<file path="src/rtl/key_pkg.sv">
// key_pkg: FSM state encodings and default timing constants for the key conditioner
package key_pkg;

    typedef enum logic [1:0] {WAIT_REL, IDLE, PRESSED, REPEAT} key_state_t;

    localparam int DEB_CYC_DEF  = 1000000;
    localparam int HOLD_CYC_DEF = 30000000;
    localparam int REP_CYC_DEF  = 7500000;

endpackage

</file>
<file path="src/rtl/key_sync_debounce.sv">
// key_sync_debounce: polarity fix, 2-flop synchroniser and debounce counter
// Ports: clk, rst (async, active-high), key_in (raw pin), deb (debounced, 1 = pressed)
module key_sync_debounce #(
    parameter int DEB_CYC    = 1000000,
    parameter int ACTIVE_LOW = 0
) (
    input  logic clk,
    input  logic rst,
    input  logic key_in,
    output logic deb
);

    localparam int CW = $clog2(DEB_CYC + 1);

    logic          raw;
    logic [1:0]    sync;
    logic [CW-1:0] cnt;

    assign raw = (ACTIVE_LOW != 0) ? ~key_in : key_in;

    // deb resets to pressed so a key held through reset is treated as already down
    always_ff @(posedge clk or posedge rst) begin
        if (rst) begin
            sync <= 2'b00;
            cnt  <= '0;
            deb  <= 1'b1;
        end else begin
            sync <= {sync[0], raw};
            if (sync[1] == deb) begin
                cnt <= '0;
            end else if (cnt == CW'(DEB_CYC - 1)) begin
                cnt <= '0;
                deb <= ~deb;
            end else begin
                cnt <= cnt + CW'(1);
            end
        end
    end

endmodule

</file>
<file path="src/rtl/key_debounce_repeat.sv">
// key_debounce_repeat: debounced key with press pulse, long-press pulse and optional auto-repeat
// Ports: clk, rst (async, active-high), key_in (raw pin),
//        key_level (debounced pressed), key_pulse (press/repeat pulse), key_long (long-press pulse)
// Define KEY_AUTO_REPEAT_EN to emit repeat pulses every REP_CYC cycles while held past HOLD_CYC.
module key_debounce_repeat
    import key_pkg::*;
#(
    parameter int DEB_CYC    = DEB_CYC_DEF,
    parameter int HOLD_CYC   = HOLD_CYC_DEF,
    parameter int REP_CYC    = REP_CYC_DEF,
    parameter int ACTIVE_LOW = 0
) (
    input  logic clk,
    input  logic rst,
    input  logic key_in,
    output logic key_level,
    output logic key_pulse,
    output logic key_long
);

    localparam int HW = $clog2(HOLD_CYC + 1);

    if (DEB_CYC < 1 || HOLD_CYC < 1 || REP_CYC < 1) begin : g_bad_params
        $error("key_debounce_repeat: timing parameters must be >= 1");
    end

    logic          deb;
    key_state_t    state, state_nx;
    logic [HW-1:0] hcnt, hcnt_nx;

    key_sync_debounce #(.DEB_CYC(DEB_CYC), .ACTIVE_LOW(ACTIVE_LOW)) u_deb (
        .clk    (clk),
        .rst    (rst),
        .key_in (key_in),
        .deb    (deb)
    );

    assign key_level = deb && state != WAIT_REL;

`ifdef KEY_AUTO_REPEAT_EN
    localparam int RW = $clog2(REP_CYC + 1);
    logic [RW-1:0] rcnt, rcnt_nx;

    always_ff @(posedge clk or posedge rst) begin
        if (rst) rcnt <= '0;
        else     rcnt <= rcnt_nx;
    end
`endif

    always_ff @(posedge clk or posedge rst) begin
        if (rst) begin
            state <= WAIT_REL;
            hcnt  <= '0;
        end else begin
            state <= state_nx;
            hcnt  <= hcnt_nx;
        end
    end

    // counters default to clear; they only advance while held in their own state,
    // and each tops out at its terminal value minus one, so neither can wrap
    always_comb begin
        state_nx  = state;
        hcnt_nx   = '0;
        key_pulse = 1'b0;
        key_long  = 1'b0;
`ifdef KEY_AUTO_REPEAT_EN
        rcnt_nx   = '0;
`endif
        case (state)
            WAIT_REL: state_nx = deb ? WAIT_REL : IDLE;
            IDLE: begin
                key_pulse = deb;
                state_nx  = deb ? PRESSED : IDLE;
            end
            PRESSED: begin
                if (!deb) begin
                    state_nx = IDLE;
                end else if (hcnt == HW'(HOLD_CYC - 1)) begin
                    key_long = 1'b1;
                    state_nx = REPEAT;
`ifdef KEY_AUTO_REPEAT_EN
                    key_pulse = 1'b1;
`endif
                end else begin
                    hcnt_nx = hcnt + HW'(1);
                end
            end
            REPEAT: begin
                state_nx = deb ? REPEAT : IDLE;
`ifdef KEY_AUTO_REPEAT_EN
                key_pulse = deb && rcnt == RW'(REP_CYC - 1);
                rcnt_nx   = (deb && !key_pulse) ? rcnt + RW'(1) : '0;
`endif
            end
            default: state_nx = WAIT_REL;
        endcase
    end

endmodule

</file>
<file path="config.mk">
export PLATFORM = sky130hd
export DESIGN_NAME = key_debounce_repeat
export DESIGN_NICKNAME = d
export VERILOG_FILES = /design/src/rtl/key_pkg.sv /design/src/rtl/key_sync_debounce.sv /design/src/rtl/key_debounce_repeat.sv
export SDC_FILE = /design/constraint.sdc
export NUM_CORES = 1
export LEC_CHECK = 0
export BUFFER_PORTS_ARGS = -buffer_cell sky130_fd_sc_hd__buf_4
export CAP_MARGIN = 15
export CORE_MARGIN = 1
export CORE_UTILIZATION = 56
export DETAILED_ROUTE_END_ITERATION = 10
export MAX_ROUTING_LAYER = met4
export PLACE_DENSITY = 0.81
export SYNTH_ARGS = -nofsm -noshare
export SYNTH_HDL_FRONTEND = slang
export SYNTH_SLANG_ARGS = --single-unit
</file>
<file path="constraint.sdc">
create_clock -name clk -period 1.9 [get_ports clk]
set_input_delay 0.19 -clock clk [delete_from_list [all_inputs] [get_ports clk]]
set_output_delay 0.19 -clock clk [all_outputs]
set_load 0.02 [all_outputs]
</file>
# After elaboration in Yosys (flattened, before gate mapping)
# Cells that the tools add are included.
[classes]
n_addsub = 2
mux = 15
reduce_logical = 4
n_bitwise = 2
n_eq_ne = 7
[ops]
columns = ["operator", "n"]
rows = [
  ["$mux 25", 3],
  ["$mux 20", 2],
  ["$add 25x1->25 const B", 1],
  ["$eq 25x25->1 const B", 1],
  ["$add 20x1->20 const B", 1],
  ["$eq 20x20->1 const B", 1],
  ["$mux 2", 4],
  ["$pmux 2 s4", 1],
  ["$mux 1", 5],
  ["$eq 2x2->1 const B", 2],
  ["$ne 3x3->1 const B", 1],
  ["$eq 2x1->1 const B", 1],
  ["$logic_not 2->1", 1],
  ["$not 1->1", 2],
  ["$reduce_and 2->1", 1],
  ["$reduce_bool 2->1", 1],
  ["$eq 1x1->1", 1],
  ["$logic_and 1x1->1", 1],
]
[totals]
word_cells = 35
input_bits = 3
out_inout_bits = 3
ff_bits = 50

# Logic depth before layout (Yosys ltp)
[logic_depth]
depth_word = 4
ltp_mapped = 6
mapped_depth_nobuf = 5

# By module
# Synthesis repeated with hierarchy kept, for this count alone.
[unflattened]
hier_cells = 256
area_unflattened_um2 = 2541.2
[by_module_without_submodules]
columns = ["mod", "seq_area_each_um2", "area_each_um2", "cells_per_inst", "n_inst"]
rows = [
  ["key_debounce_repeat", 675.6, 1421.4, 147, 1],
  ["key_sync_debounce", 576.8, 1119.8, 109, 1],
]

# Worst setup path before layout
# No wires, ideal clock.
[synth_timing]
kind = "register to register"
start = "reg hcnt[0]"
end = "reg hcnt[22]"
period_less_slack_ns = 1.938
path_stages_with_launch = 7
setup_time_ns = 0.073
required_ns = 1.827
n_path_buf = 1
t_arrival_ns = 1.865
setup_slack_ns = -0.038
cell_sequence = "dfrtp_1 -> ha_1 -> nand3_1 -> or3_4 -> buf_6 -> or4_4 -> a21oi_2"
[synth_via]
elab_chain_cells = 4
elab_cells_between_ends = 5
classes_between = "1 x add/sub; 1 x eq/ne; 3 x mux"
[synth_rtl]
columns = ["element", "line", "text"]
rows = [
  ["start, declared", "key_debounce_repeat.sv:29", "logic [HW-1:0] hcnt, hcnt_nx;"],
  ["start signal, assigned", "key_debounce_repeat.sv:56", "hcnt <= hcnt_nx;"],
  ["$add 25x1->25 / $eq 25x25->1 (equally long branches)", "key_debounce_repeat.sv:86, key_debounce_repeat.sv:79", ""],
  ["$mux 25 *", "key_debounce_repeat.sv:79", "end else if (hcnt == HW'(HOLD_CYC - 1)) begin"],
  ["$mux 25 *", "key_debounce_repeat.sv:77", "if (!deb) begin"],
  ["$mux 25 *", "key_debounce_repeat.sv:70", "case (state)"],
  ["net hcnt_nx[22]", "key_debounce_repeat.sv:29", ""],
]
# The timed path passes the listed nets; every way through them passes the cells marked *.
# A chain may end at the register's enable or synchronous reset.

# Worst setup path in the final report
[layout_timing]
start = "reg hcnt[17]"
end = "out key_long"
[layout_via]
elab_chain_cells = 4
[layout_rtl]
columns = ["element", "line", "text"]
rows = [
  ["$eq 25x25->1", "key_debounce_repeat.sv:79", ""],
  ["$mux 1", "key_debounce_repeat.sv:79", ""],
  ["$mux 1", "key_debounce_repeat.sv:77", ""],
  ["$mux 1", "key_debounce_repeat.sv:70", ""],
  ["end, declared", "key_debounce_repeat.sv:18", "output logic key_long"],
]
# No other way between the ends.

==> impl_metrics.json <==
{
  "outcome": "finished with violations",
  "violations": "negative hold slack, negative setup slack",
  "initial_core_util_pct": 58.1,
  "place_inst": 326,
  "core_area_um2": 4350,
  "arrival_ns": 1.81,
  "worstSetupPathType": "reg -> out",
  "min_period_ns": 2.00,
  "pin_count": 6,
  "critPathLaunchType": "register",
  "pre_cts_ws_ns": -0.0609,
  "grt_max_degree": 34,
  "syn_nets": 254,
  "finalHoldViolCount": 29,
  "drtIter0Drc": 181,
  "crit_buf_inv": 1,
  "slew_headroom_pct": 54.6,
  "fin_ws_ns": -0.101,
  "worstPathCellList": "or4b_4, nor4_4, nand3_1, nor2_1, buf_4",
  "grt_usage_pct": 24.1,
  "finClkSkew_ns": 0.0129,
  "dp_hpwl_mm": 3.60,
  "layout_common_cells": "dfrtp_1 (48), buf_4 (36), nor2_1 (21)",
  "first_pass_iters": 4,
  "drive_gt1_share_pct": 33.0,
  "cts_tree": "built",
  "worstSetupEndpointType": "primary output",
  "nNetsFinal": 295,
  "synth_area_um2": 2530,
  "grt_pass1_wl_mm": 8.83,
  "syn_to_final_growth_pct": 25.0,
  "clkSinkCount": 50,
  "netlist_instances": 249,
  "place_area_um2": 2800,
  "yosys_warnings": 0,
  "antenna_left": 0,
  "max_slew.worst_pin.slew_ns": 0.681,
  "via_per_inst": 6.10,
  "synth_area_leaders": "dfrtp_1 (48%), nor2_1 (4.7%), xnor2_1 (4.5%), xor2_1 (4.5%), nand3_1 (3.2%)",
  "ir_worst_vdd_mv": 0.461,
  "num_vias": 2091,
  "cts_buffers": 5,
  "diodes": 0,
  "cp_data_required_time_ns": 1.71,
  "crit_slowest_cell": "or4b_4",
  "slowest_delay_ns": 0.56,
  "antenna_found_initial": 0,
  "cts_buffer_depth": 2,
  "post-route-drc-count": 0,
  "gp_congestion": 0.840,
  "path_max_fanout": 2,
  "design_area_um2": 3160,
  "synth_top_area_cell": "dfrtp_1",
  "syn-mean-instance-area_um2": 10.2,
  "hold_slack_ns": -0.0233,
  "grt.overflow.total": 0,
  "ys_seq_area_share_pct": 49.5,
  "setup_viol": 21,
  "wirelength_mm": 5.88,
  "final_max_slew_viol_count": 0,
  "fin_cells": 343,
  "rsz0062_at_grt": "yes",
  "period_share_pct": 105,
  "wl_per_cell_um": 17.1,
  "die_x_um": 69.2,
  "layout_commonest_cell": "dfrtp_1",
  "clock-root-buffer": "clkbuf_8",
  "synth-seq-cells": 50,
  "yosysUniqueCellTypes": 39,
  "insertion_delay_ns": 0.31,
  "dieArea_um2": 4790,
  "portBuffers": 5,
  "fp.dieH_um": 69.2,
  "p_leak_nw": 1.22,
  "rows": 24,
  "htreeDepth": 2,
  "cap_viol_max_count": 0,
  "path_delay_family": "simple AND/OR/NAND/NOR gates",
  "max_freq_mhz": 500,
  "yosysTopAreaCellShare_pct": 48.4,
  "min_path_type": "in -> async",
  "path_clk_slew_ns": 0.09,
  "grt_pass1_vias": 1980,
  "p_per_area_nw_per_um2": 566
}
## cell families after synthesis
kind of cell,share of synthesized area [%]
and+or+nand+nor,26.4
DFF,49.5
AOI/OAI and AO/OA,9.54
xor gates and xnor gates,9.00
buffers and inverters,4.15
adders and majority gates,0.988
muxes,0.445
## where the power goes
part	leakage [nW]	total (W)	switching, W	internal [W]
logic	0.492	0.0000657	0.0000443	0.0000214
registers	0.681	0.00108	0.00000627	0.00107
clock network	0.0482	0.000649	0.000354	0.000295
## per-layer routing
metal / up-vias / wire, um / GRT usage, %
met2: 49 / 3010 / 38.9
met5: - / 0 / -
li1: 980 / - / -
met3: 12 / 243 / 5.38
met4: 0 / 108 / 9.75
met1: 1050 / 2520 / 29.5
## final timing paths
check,start,end,slack (ns),cells past startpoint
setup / recovery,hcnt[17]$_DFF_PP0_,key_long,-0.10,5
min in group clk,u_deb.sync[0]$_DFF_PP0_,u_deb.sync[1]$_DFF_PP0_,0.36,0
max in group asynchronous,rst,u_deb.sync[1]$_DFF_PP0_,1.29,3
hold reg to reg,u_deb.sync[0]$_DFF_PP0_,u_deb.sync[1]$_DFF_PP0_,0.36,0
setup reg to reg,u_deb.cnt[12]$_DFF_PP0_,u_deb.cnt[6]$_DFF_PP0_,-0.06,5
hold / removal,rst,hcnt[23]$_DFF_PP0_,-0.02,2
## cell usage after synthesis, drive strengths merged
| master | n |
|---|---|
| nand3 | 17 |
| nor3 | 2 |
| a21boi | 1 |
| xor2 | 13 |
| a21oi | 16 |
| o21ai | 6 |
| nand2 | 12 |
| mux2 | 1 |
| nand3b | 1 |
| a31o | 1 |
| dfrtp | 49 |
| inv | 9 |
| buf | 7 |
| and3 | 5 |
| nor4b | 2 |
| o21a | 2 |
| a41o | 1 |
| or4b | 2 |
| nand2b | 1 |
| or3 | 7 |
| nor4 | 6 |
| clkbuf | 2 |
| nor2 | 32 |
| xnor2 | 13 |
| or4 | 12 |
| o31ai | 10 |
| nand4 | 11 |
| dfstp | 1 |
| and4 | 5 |
| ha | 2 |
## flip-flops by register name, indices dropped and copies added (netlist names)
register    count
u_deb.deb       1
state           2
u_deb.sync      2
hcnt           25
u_deb.cnt      20
## final cells by class
| class | instances | area (um^2) |
|---|---|---|
| Clock buffer | 7 | 86.3 |
| Clock inverter | 1 | 5.00 |
| Fill cell | 274 | 1190 |
| Inverter | 9 | 33.8 |
| Multi-Input combinational cell | 181 | 1370 |
| Sequential cell | 50 | 1250 |
| Tap cell | 52 | 65.1 |
| Timing Repair Buffer | 43 | 354 |
## what timing repair did
action / in CTS / in global routing
hold buffers: 1 / 0
setup endpoints to repair: 25 / 28
pin swaps: 2 / 18
resized for setup: 5 / 43
endpoints found under the hold margin: 1 / 0
setup buffers: 2 / 6
## through the flow
| stage | hold WS, ns | util [%] | TNS [ns] | total power, W |
|---|---|---|---|---|
| global route | 0.0529 | 72.7 | -2.25 | 0.00184 |
| finish | -0.0233 | 72.7 | -0.800 | 0.00179 |
| floorplan | 0.221 | - | 0 | 0.00113 |
| global placement | 0.300 | 64.3 | 0 | 0.00115 |
| detailed placement | 0.301 | 64.3 | -0.795 | 0.00115 |
| CTS | 0.00848 | 67.6 | -0.136 | 0.00178 |
Note: power is estimated with default switching activity, not from simulation.
